### config.mk
export PLATFORM = sky130hd
export DESIGN_NAME = fetch_stage_flat
export DESIGN_NICKNAME = d
export VERILOG_FILES = /design/src/rtl/cpu_pkg.sv /design/src/rtl/fetch_stage_if.sv /design/src/rtl/fetch_hold_buf.sv /design/src/rtl/fetch_stage.sv /design/src/flat_wrapper.sv
export SDC_FILE = /design/constraint.sdc
export NUM_CORES = 1
export LEC_CHECK = 0
export ABC_AREA = 0
export CORE_MARGIN = 2
export CORE_UTILIZATION = 45
export DETAILED_ROUTE_END_ITERATION = 8
export PLACE_DENSITY_LB_ADDON = 0.2
export SLEW_MARGIN = 15
export SYNTH_ARGS = -nofsm -noshare
export SYNTH_HDL_FRONTEND = slang
export SYNTH_SLANG_ARGS = --single-unit
### constraint.sdc
create_clock -name clk -period 3 [get_ports clk]
set_clock_uncertainty 0.15 [all_clocks]
set_input_delay 0.45 -clock clk [delete_from_list [all_inputs] [get_ports clk]]
set_output_delay 0.45 -clock clk [all_outputs]
set_load 0.02 [all_outputs]
### src/rtl/cpu_pkg.sv
// Shared pipeline definitions: widths, bubble encoding, opcodes and the fetch state encoding.
package cpu_pkg;

  localparam int unsigned PC_WIDTH     = 8;
  localparam int unsigned INSTR_WIDTH  = 16;
  localparam int unsigned OPCODE_WIDTH = 4;

  localparam logic [PC_WIDTH-1:0]    RESET_PC  = 8'h00;
  localparam logic [INSTR_WIDTH-1:0] NOP_INSTR = 16'hF000;

  // Opcode map shared with decode; 4'hF is reserved for the fetch bubble.
  localparam logic [OPCODE_WIDTH-1:0] OP_ADD = 4'h0;
  localparam logic [OPCODE_WIDTH-1:0] OP_SUB = 4'h1;
  localparam logic [OPCODE_WIDTH-1:0] OP_AND = 4'h2;
  localparam logic [OPCODE_WIDTH-1:0] OP_OR  = 4'h3;
  localparam logic [OPCODE_WIDTH-1:0] OP_LDI = 4'h4;
  localparam logic [OPCODE_WIDTH-1:0] OP_LD  = 4'h5;
  localparam logic [OPCODE_WIDTH-1:0] OP_ST  = 4'h6;
  localparam logic [OPCODE_WIDTH-1:0] OP_BEQ = 4'h7;
  localparam logic [OPCODE_WIDTH-1:0] OP_JMP = 4'h8;
  localparam logic [OPCODE_WIDTH-1:0] OP_NOP = 4'hF;

  typedef enum logic [2:0] {
    ST_IDLE,
    ST_REQ,
    ST_WAIT,
    ST_HOLD,
    ST_DROP
  } fetch_state_t;

  function automatic logic [OPCODE_WIDTH-1:0] opcode_of(input logic [INSTR_WIDTH-1:0] instr);
    return instr[INSTR_WIDTH-1 -: OPCODE_WIDTH];
  endfunction

endpackage

### src/rtl/fetch_stage_if.sv
// Single-outstanding req/gnt/rvalid instruction-memory port.
interface fetch_stage_if;
  import cpu_pkg::*;

  logic                   req;
  logic [PC_WIDTH-1:0]    addr;
  logic                   gnt;
  logic                   rvalid;
  logic [INSTR_WIDTH-1:0] rdata;

  modport master (output req, addr, input gnt, rvalid, rdata);
  modport slave  (input req, addr, output gnt, rvalid, rdata);
endinterface

### src/rtl/fetch_hold_buf.sv
// One-entry {instr, pc} parking register for a fetch that returns while decode is stalled.
module fetch_hold_buf #(
  parameter int unsigned INSTR_WIDTH = cpu_pkg::INSTR_WIDTH,
  parameter int unsigned PC_WIDTH    = cpu_pkg::PC_WIDTH
) (
  input  logic                   clk,
  input  logic                   reset,
  input  logic                   load,
  input  logic                   drain,
  input  logic                   clear,
  input  logic [INSTR_WIDTH-1:0] instr_in,
  input  logic [PC_WIDTH-1:0]    pc_in,
  output logic                   valid,
  output logic [INSTR_WIDTH-1:0] instr,
  output logic [PC_WIDTH-1:0]    pc
);

  // Clear (redirect) wins over a same-cycle load.
  always_ff @(posedge clk or negedge reset) begin
    if (!reset) begin
      valid <= 1'b0;
      instr <= '0;
      pc    <= '0;
    end else if (clear) begin
      valid <= 1'b0;
    end else if (load) begin
      valid <= 1'b1;
      instr <= instr_in;
      pc    <= pc_in;
    end else if (drain) begin
      valid <= 1'b0;
    end
  end

endmodule

### src/rtl/fetch_stage.sv
// Instruction fetch: owns the PC, drives the imem port, and fills the IF/ID register
// with stall, flush and branch-redirect handling.
module fetch_stage #(
  parameter int unsigned                 PC_WIDTH    = cpu_pkg::PC_WIDTH,
  parameter int unsigned                 INSTR_WIDTH = cpu_pkg::INSTR_WIDTH,
  parameter logic [PC_WIDTH-1:0]         RESET_PC    = cpu_pkg::RESET_PC,
  parameter logic [INSTR_WIDTH-1:0]      NOP_INSTR   = cpu_pkg::NOP_INSTR
) (
  input  logic                   clk,
  input  logic                   reset,
  input  logic                   stall,
  input  logic                   flush,
  input  logic                   redirect_valid,
  input  logic [PC_WIDTH-1:0]    redirect_pc,
  fetch_stage_if.master          imem,
  output logic                   if_id_valid,
  output logic [INSTR_WIDTH-1:0] if_id_instr,
  output logic [PC_WIDTH-1:0]    if_id_pc
);

  import cpu_pkg::fetch_state_t;
  import cpu_pkg::ST_IDLE;
  import cpu_pkg::ST_REQ;
  import cpu_pkg::ST_WAIT;
  import cpu_pkg::ST_HOLD;
  import cpu_pkg::ST_DROP;

  fetch_state_t          state, state_n;
  logic [PC_WIDTH-1:0]   pc, pc_n;
  logic [PC_WIDTH-1:0]   req_pc, req_pc_n;
  logic                  load_fetch;
  logic                  hold_load;
  logic                  hold_drain;
  logic                  hold_clear;
  logic                  hold_valid;
  logic [INSTR_WIDTH-1:0] hold_instr;
  logic [PC_WIDTH-1:0]   hold_pc;

  always_ff @(posedge clk or negedge reset) begin
    if (!reset) begin
      state  <= ST_IDLE;
      pc     <= RESET_PC;
      req_pc <= '0;
    end else begin
      state  <= state_n;
      pc     <= pc_n;
      req_pc <= req_pc_n;
    end
  end

  // Next state, next PC and the IF/ID / hold-buffer load strobes.
  always_comb begin
    state_n    = state;
    pc_n       = pc;
    req_pc_n   = req_pc;
    load_fetch = 1'b0;
    hold_load  = 1'b0;
    hold_drain = 1'b0;
    hold_clear = redirect_valid;

    unique case (state)
      ST_IDLE: begin
        state_n = ST_REQ;
        if (redirect_valid) pc_n = redirect_pc;
      end
      ST_REQ: begin
        if (imem.gnt) begin
          req_pc_n = pc;
          if (redirect_valid) begin
            pc_n    = redirect_pc;
            state_n = ST_DROP;
          end else begin
            pc_n    = pc + PC_WIDTH'(1);
            state_n = ST_WAIT;
          end
        end else if (redirect_valid) begin
          pc_n = redirect_pc;
        end
      end
      ST_WAIT: begin
        if (imem.rvalid) begin
          state_n = ST_REQ;
          if (redirect_valid) begin
            pc_n = redirect_pc;
          end else if (!stall) begin
            load_fetch = 1'b1;
          end else begin
            hold_load = 1'b1;
            state_n   = ST_HOLD;
          end
        end else if (redirect_valid) begin
          pc_n    = redirect_pc;
          state_n = ST_DROP;
        end
      end
      ST_HOLD: begin
        if (redirect_valid) begin
          pc_n    = redirect_pc;
          state_n = ST_REQ;
        end else if (!stall) begin
          hold_drain = 1'b1;
          state_n    = ST_REQ;
        end
      end
      ST_DROP: begin
        if (redirect_valid) pc_n = redirect_pc;
        if (imem.rvalid) state_n = ST_REQ;
      end
      default: state_n = ST_IDLE;
    endcase
  end

  // Request/address are registered from next-state so no imem input reaches imem.req combinationally.
  always_ff @(posedge clk or negedge reset) begin
    if (!reset) begin
      imem.req  <= 1'b0;
      imem.addr <= RESET_PC;
    end else begin
      imem.req  <= (state_n == ST_REQ);
      imem.addr <= pc_n;
    end
  end

  fetch_hold_buf #(
    .INSTR_WIDTH (INSTR_WIDTH),
    .PC_WIDTH    (PC_WIDTH)
  ) u_hold_buf (
    .clk      (clk),
    .reset    (reset),
    .load     (hold_load),
    .drain    (hold_drain),
    .clear    (hold_clear),
    .instr_in (imem.rdata),
    .pc_in    (req_pc),
    .valid    (hold_valid),
    .instr    (hold_instr),
    .pc       (hold_pc)
  );

  // IF/ID: bubble on redirect/flush, freeze on stall, otherwise take new data or go empty.
  always_ff @(posedge clk or negedge reset) begin
    if (!reset) begin
      if_id_valid <= 1'b0;
      if_id_instr <= NOP_INSTR;
      if_id_pc    <= '0;
    end else if (redirect_valid || flush) begin
      if_id_valid <= 1'b0;
      if_id_instr <= NOP_INSTR;
      if_id_pc    <= '0;
    end else if (!stall) begin
      if (load_fetch) begin
        if_id_valid <= 1'b1;
        if_id_instr <= imem.rdata;
        if_id_pc    <= req_pc;
      end else if (hold_drain) begin
        if_id_valid <= hold_valid;
        if_id_instr <= hold_instr;
        if_id_pc    <= hold_pc;
      end else begin
        if_id_valid <= 1'b0;
        if_id_instr <= NOP_INSTR;
        if_id_pc    <= '0;
      end
    end
  end

  rvalid_in_window: assert property (@(posedge clk) disable iff (!reset)
    imem.rvalid |-> (state == ST_WAIT || state == ST_DROP));

endmodule

### src/flat_wrapper.sv
// flat-port wrapper written by rule: the top's interface ports become plain ports
module fetch_stage_flat import cpu_pkg::fetch_state_t; import cpu_pkg::ST_IDLE; import cpu_pkg::ST_REQ; import cpu_pkg::ST_WAIT; import cpu_pkg::ST_HOLD; import cpu_pkg::ST_DROP;
#(
  parameter int unsigned                 PC_WIDTH    = cpu_pkg::PC_WIDTH,
  parameter int unsigned                 INSTR_WIDTH = cpu_pkg::INSTR_WIDTH,
  parameter logic [PC_WIDTH-1:0]         RESET_PC    = cpu_pkg::RESET_PC,
  parameter logic [INSTR_WIDTH-1:0]      NOP_INSTR   = cpu_pkg::NOP_INSTR
)
  (clk, reset, stall, flush, redirect_valid, redirect_pc, if_id_valid, if_id_instr, if_id_pc, imem_req, imem_addr, imem_gnt, imem_rvalid, imem_rdata);
  fetch_stage_if imem_i ();
  input  logic clk;
  input  logic reset;
  input  logic stall;
  input  logic flush;
  input  logic redirect_valid;
  input  logic [PC_WIDTH-1:0] redirect_pc;
  output logic if_id_valid;
  output logic [INSTR_WIDTH-1:0] if_id_instr;
  output logic [PC_WIDTH-1:0] if_id_pc;
  output wire logic [$bits(imem_i.req)-1:0] imem_req;
  output wire logic [$bits(imem_i.addr)-1:0] imem_addr;
  input wire logic [$bits(imem_i.gnt)-1:0] imem_gnt;
  input wire logic [$bits(imem_i.rvalid)-1:0] imem_rvalid;
  input wire logic [$bits(imem_i.rdata)-1:0] imem_rdata;
  assign imem_req = imem_i.req;
  assign imem_addr = imem_i.addr;
  assign imem_i.gnt = imem_gnt;
  assign imem_i.rvalid = imem_rvalid;
  assign imem_i.rdata = imem_rdata;
  fetch_stage #(.PC_WIDTH(PC_WIDTH), .INSTR_WIDTH(INSTR_WIDTH), .RESET_PC(RESET_PC), .NOP_INSTR(NOP_INSTR)) u_core (.clk(clk), .reset(reset), .stall(stall), .flush(flush), .redirect_valid(redirect_valid), .redirect_pc(redirect_pc), .imem(imem_i), .if_id_valid(if_id_valid), .if_id_instr(if_id_instr), .if_id_pc(if_id_pc));
endmodule
[Word level (Yosys, flattened, before mapping)]
Index checks and enable logic that the tools add are counted.
Word-level totals
  input bits: 31
  bits in registers: 70
Operators by class
  reductions and logical operators: 7
  $add $sub $neg: 1
  eq/ne operators: 6
  multiplexer cells: 38
  bitwise logic cells: 1
Operators by type and width (number)
  $mux 16: 4
  $mux 8: 7
  $mux 3: 8
  $mux 1: 16
  $pmux 8 s2: 1
  $pmux 3 s5: 1
  $add 8x1->8 const B: 1
  $eq 3x1->1 const B: 2
  $eq 3x2->1 const B: 2
  $reduce_and 2->1: 2
  $reduce_or 4->1: 1
  $eq 3x3->1 const B: 1
  $logic_not 3->1: 1
  $reduce_bool 3->1: 1
  $mux 2: 1
  $ne 2x1->1 const B: 1
  $reduce_bool 2->1: 1
  $logic_or 1x1->1: 1
  $not 1->1: 1

[Depth between registers and ports, before layout]
  depth in word-level cells: 7
  mapped depth: 6
  gate-level depth less buffers: 5

[Hierarchy]
Synthesis repeated with hierarchy kept, for this count alone.
Unflattened totals
  cells, all modules: 289
  area, all modules: 3253.1 um2
By module, submodules not included
  fetch_stage: area each 2202.1 um2, cells each 233, times used 1, seq. area each 1131.1 um2
  fetch_hold_buf: area each 1051.0 um2, cells each 56, times used 1, seq. area each 625.6 um2

[Least setup slack after synthesis]
No wires, ideal clock.
  path kind: reg-to-reg
  start: reg u_core.pc[1]
  end: reg u_core.pc[4]
  cell stages (with the launch flop): 6
  library setup time: 128 ps
  arrival: 1511 ps
  data required time: 2722 ps
  path slack: 1211 ps
  cells stage by stage: dfrtp_1 ha_1 nand2_1 or4_1 mux2i_1 a21oi_1
Between the ends
  word-level cells in the longest chain between the ends: 4
Ends and longest elaborated chain
  start, declared: line fetch_stage.sv:29  | logic [PC_WIDTH-1:0] pc, pc_n;
  start signal, assigned: line fetch_stage.sv:46  | pc <= pc_n;
  $add 8x1->8: line fetch_stage.sv:73  | pc_n = pc + PC_WIDTH'(1);
  $mux 8: line fetch_stage.sv:69  | if (redirect_valid) begin
  $mux 8: line fetch_stage.sv:67  | if (imem.gnt) begin
  $pmux 8 s2: line fetch_stage.sv:61  | unique case (state)
Every way passes these cells.
A chain may end at the register's enable or synchronous reset.

[Worst setup path in the final report]
  start: reg u_core.state[1]
  end: reg u_core.u_hold_buf.instr[4]
Between the ends
  word-level cells in the longest chain between the ends: 3
Ends and longest elaborated chain
  start, declared: line fetch_stage.sv:28  | fetch_state_t state, state_n;
  start signal, assigned: line fetch_stage.sv:45  | state <= state_n;
  $eq 3x2->1: line fetch_stage.sv:61
  $mux 1: line fetch_stage.sv:61
  $reduce_and 2->1 (no source line)
  end signal, assigned: line fetch_hold_buf.sv:28  | instr <= instr_in;
  end, declared: line fetch_hold_buf.sv:14  | output logic [INSTR_WIDTH-1:0] instr,
Every way passes these cells.

==> metrics list <==
- The via count of the first global-routing pass was ~2400.
- Number of top-level design ports: 65
* Setup bufs post-CTS: 0
* RD Place Congestion: approximately 0.78
- Detailed routing inserted a total of 2486 vias.
- The worst setup path is captured at a flop.
- Prior to clock tree synthesis, the placed netlist has a worst setup slack of 518.7 ps.
- Initial antenna violation count: 0
* Worst VDD drop: 0.3860 mV
- Detailed placement ended at an HPWL of 4.635 mm.
- In this run the register-to-register setup slack is 810 ps.
* Fraction of the yosys area taken by sequential cells: a little over half
- The floorplan step set the die height to 89.06 µm.
- Most used standard cells in the synthesized netlist: sky130_fd_sc_hd__dfrtp_1, sky130_fd_sc_hd__nand2_1, sky130_fd_sc_hd__o21ai_0
- The first TritonRoute pass finished after 4 iterations.
- The cell family contributing the most delay on the critical path is simple AND/OR/NAND/NOR gates.
* Count of buffers from port buffering: 64
- The synthesized netlist occupies a cell area of 0.003256 mm².
- Warning count from the yosys run: 0
* Slowest cell on the critical path: sky130_fd_sc_hd__dfrtp_1
- TritonCTS clock tree: yes
- In this run the critical register-to-register path is launched from u_core.state[1].
- At the worst endpoint, the required time is 3070 ps.
- Timing would allow up to 456.3 MHz.
- Entering global routing, the biggest net connects 40 pins.
- RSZ-0062 raised after global routing: false
- Worst Reg-to-Reg Cells: 3
- In the final routed layout, each cell accounts on average for roughly 15 µm.
* Post-Syn Nets: 324
- Post-route minimum period: 2192 ps
- Count of endpoints failing setup in the final report: 0
* Max_slew headroom: 46.86%
* Global-route wire length before repair: 11.68 mm
- Width of the die: 89.06 µm
- Total global-route track usage: between 10% and 20%
- Dominant synthesized flop cell: sky130_fd_sc_hd__dfrtp_1
- Fraction of final layout cells sized beyond drive strength 1: 16.62%
- After clock tree synthesis, the flow added hold-fix buffers numbering 0.
- Number of distinct library cells after synthesis: 42
* Maximum fanout encountered on the critical timing path: 28
- Summed over all cells, the static leakage comes to 1.772 nW.
- Global routing finished with a remaining overflow of 0.
- The top cell type by area accounts for about half of the synthesized area.
- Full die area: roughly 0.008 mm²
- Cell with the most instances after synthesis: sky130_fd_sc_hd__dfrtp_1
- The critical path goes through and4bb_1 > nand3_4 > mux2_4.
- Max Root-Sink Buffers: 2
- DRT iter0 DRCs: 132
- Flip-flop and latch count after synthesis: 70
* Worst r2r dst: u_core.u_hold_buf.instr[4]
- Largest stage delay on the critical path: ~620 ps
- Setup WS post-layout: 808.3 ps
- Biggest area contributors in the synthesized netlist: sky130_fd_sc_hd__dfrtp_1, sky130_fd_sc_hd__mux2_4, sky130_fd_sc_hd__mux2_2
- Insertion delay to the later sink of the worst-skew pair: 340 ps
- Counting the buffers created by CTS gives 9.
* Layout Cell Area excl Fill: 0.004141 mm²
- Placeable core region: 0.007137 mm²
- Number of cell rows: 31
* Total Nets Final: 388
- The final layout contains routed wiring with a total length of 7.075 mm.
* Fill cell total of the finished layout: 650
* Status: finished clean
- Critical path buffers and inverters: 0
- Data arrives at the worst endpoint at about 2300 ps.
* Total number of clock tree sinks: 70
- Max Slew Vio Count: 0
- In this run the power density over the cells is ~700 mW/mm².
* Kind of critical path: flop to flop
- Accumulated negative setup slack: 0 ps
- Area of placed instances: 0.003974 mm²
- Of all flip-flops after synthesis, the portion carrying an async set or reset was 100.0%.
- The initial utilization of the core area, before any placement, comes to between 40% and 50%.
- For the pin with the worst max-slew slack, the measured transition is ~800 ps.
- H-Tree Depth: 3
* CP startpoint kind: flop
* Count of antenna diodes in the layout: 0
* Final critical-path share of the clock period: about three quarters
- Worst hold-check slack: 14.15 ps
* Synth area leader: sky130_fd_sc_hd__dfrtp_1
- Dividing the detail-routed via count by the number of cells gives 5.404.
- In this run, synthesis inferred 0 flip-flops with an integrated enable.
* Final Hold Violating Endpoints: 0
- Final ANT Viol Nets: 0
- The tool flagged a number of max-cap violations equal to 0.
* # DRC: 0
- Relative to the synthesized area, the layout overhead comes to 27.21%.
- After clock tree synthesis, the clock-pin slew on the worst setup and hold paths is 80 ps.
* Gate count of the mapped netlist: 292
- The root buffer cell chosen for the clock tree is sky130_fd_sc_hd__clkbuf_8.
- Post-synthesis area per instance: 11.15 µm²
- Post-cts sizing count: 0
- The worst hold path belongs to the class input pin to asynchronous set/reset pin.
- Util after Layout: between 50% and 60%
-- report_power, final --
group,switching [mW],internal [mW]
registers,0.255,1.19
logic,0.350,0.462
clock network,0.341,0.319
-- per-layer routing --
metal / GRT usage [%] / vias to the layer above / routed length, µm
li1: - / 1189 / -
met1: 28.06 / 1216 / 3449
met2: 27.82 / 72 / 3166
met3: 3.509 / 9 / 333
met4: 9.498 / 0 / 126
met5: 0 / - / 0
-- registers in the layout (all words and copies together) (netlist names) --
name,cells
u_core.imem.req,1
u_core.req_pc,8
u_core.u_hold_buf.pc,8
u_core.u_hold_buf.valid,1
u_core.if_id_valid,1
u_core.if_id_instr,16
u_core.pc,8
u_core.u_hold_buf.instr,16
u_core.state,3
u_core.if_id_pc,8
-- cell families (layout without fill, tap and decap cells) --
kind of cell / count (synthesis) / count (layout) / synth area share, %
flops: 70 / 70 / 53.96
mux: 35 / 35 / 13.68
simple gates: 77 / 77 / 11.88
fa+ha+maj: 1 / 1 / 0.3843
compound gates: 86 / 86 / 16.37
buf+inv: 23 / 92 / 3.728
-- worst register-to-register path, stage by stage, from the launching register on --
cell and delay [ps]:
sky130_fd_sc_hd__dfrtp_1 620, sky130_fd_sc_hd__and4bb_1 440, sky130_fd_sc_hd__nand3_4 420, sky130_fd_sc_hd__mux2_4 450
-- worst max path at each step --
| stage | cells past startpoint | endpoint | startpoint | slack (ps) |
|---|---|---|---|---|
| after floorplan | 5 | u_core.pc[4] | u_core.pc[1] | 1210 |
| after global placement | 4 | u_core.u_hold_buf.instr[1] | imem_rvalid | 560 |
| after detailed placement | 4 | u_core.u_hold_buf.instr[10] | imem_rvalid | 520 |
| after CTS | 3 | u_core.u_hold_buf.instr[4] | u_core.state[1] | 800 |
| after global routing | 3 | u_core.u_hold_buf.instr[4] | u_core.state[1] | 680 |
| final | 3 | u_core.u_hold_buf.instr[4] | u_core.state[1] | 810 |
-- through the flow --
step / instances / total power, mW
finish: 460 / 2.917
detailed placement: 444 / 2.262
global route: 460 / 3.098
floorplan: 292 / 1.962
global placement: 444 / 2.237
CTS: 460 / 2.936
-- area by class of cell --
cell class                 instances  area (µm²)  area share (%)
tap                               99       123.9           2.991
timing repair buffer              70       693.2           16.74
multi-input combinational        199        1378           33.26
inverter                           6       22.52          0.5438
clock buffer                      12       145.1           3.505
clock inverter                     4       22.52          0.5438
sequential                        70        1757           42.42
-- cells in the final DEF (no fill, tap or decap), drive strengths merged, types with 5 or more instances in the layout --
cell type      netlist  layout
clkbuf               5      12
o21ai               31      31
inv                  5       5
buf                 12       7
a22oi               22      22
and3                 6       6
nor2                10      10
a21oi               14      14
mux2                31      31
dfrtp               66      66
clkdlybuf4s50        0      63
nand2               33      33
nand3                9       9
nor3                 6       6
(Power assumes the default switching activity.)
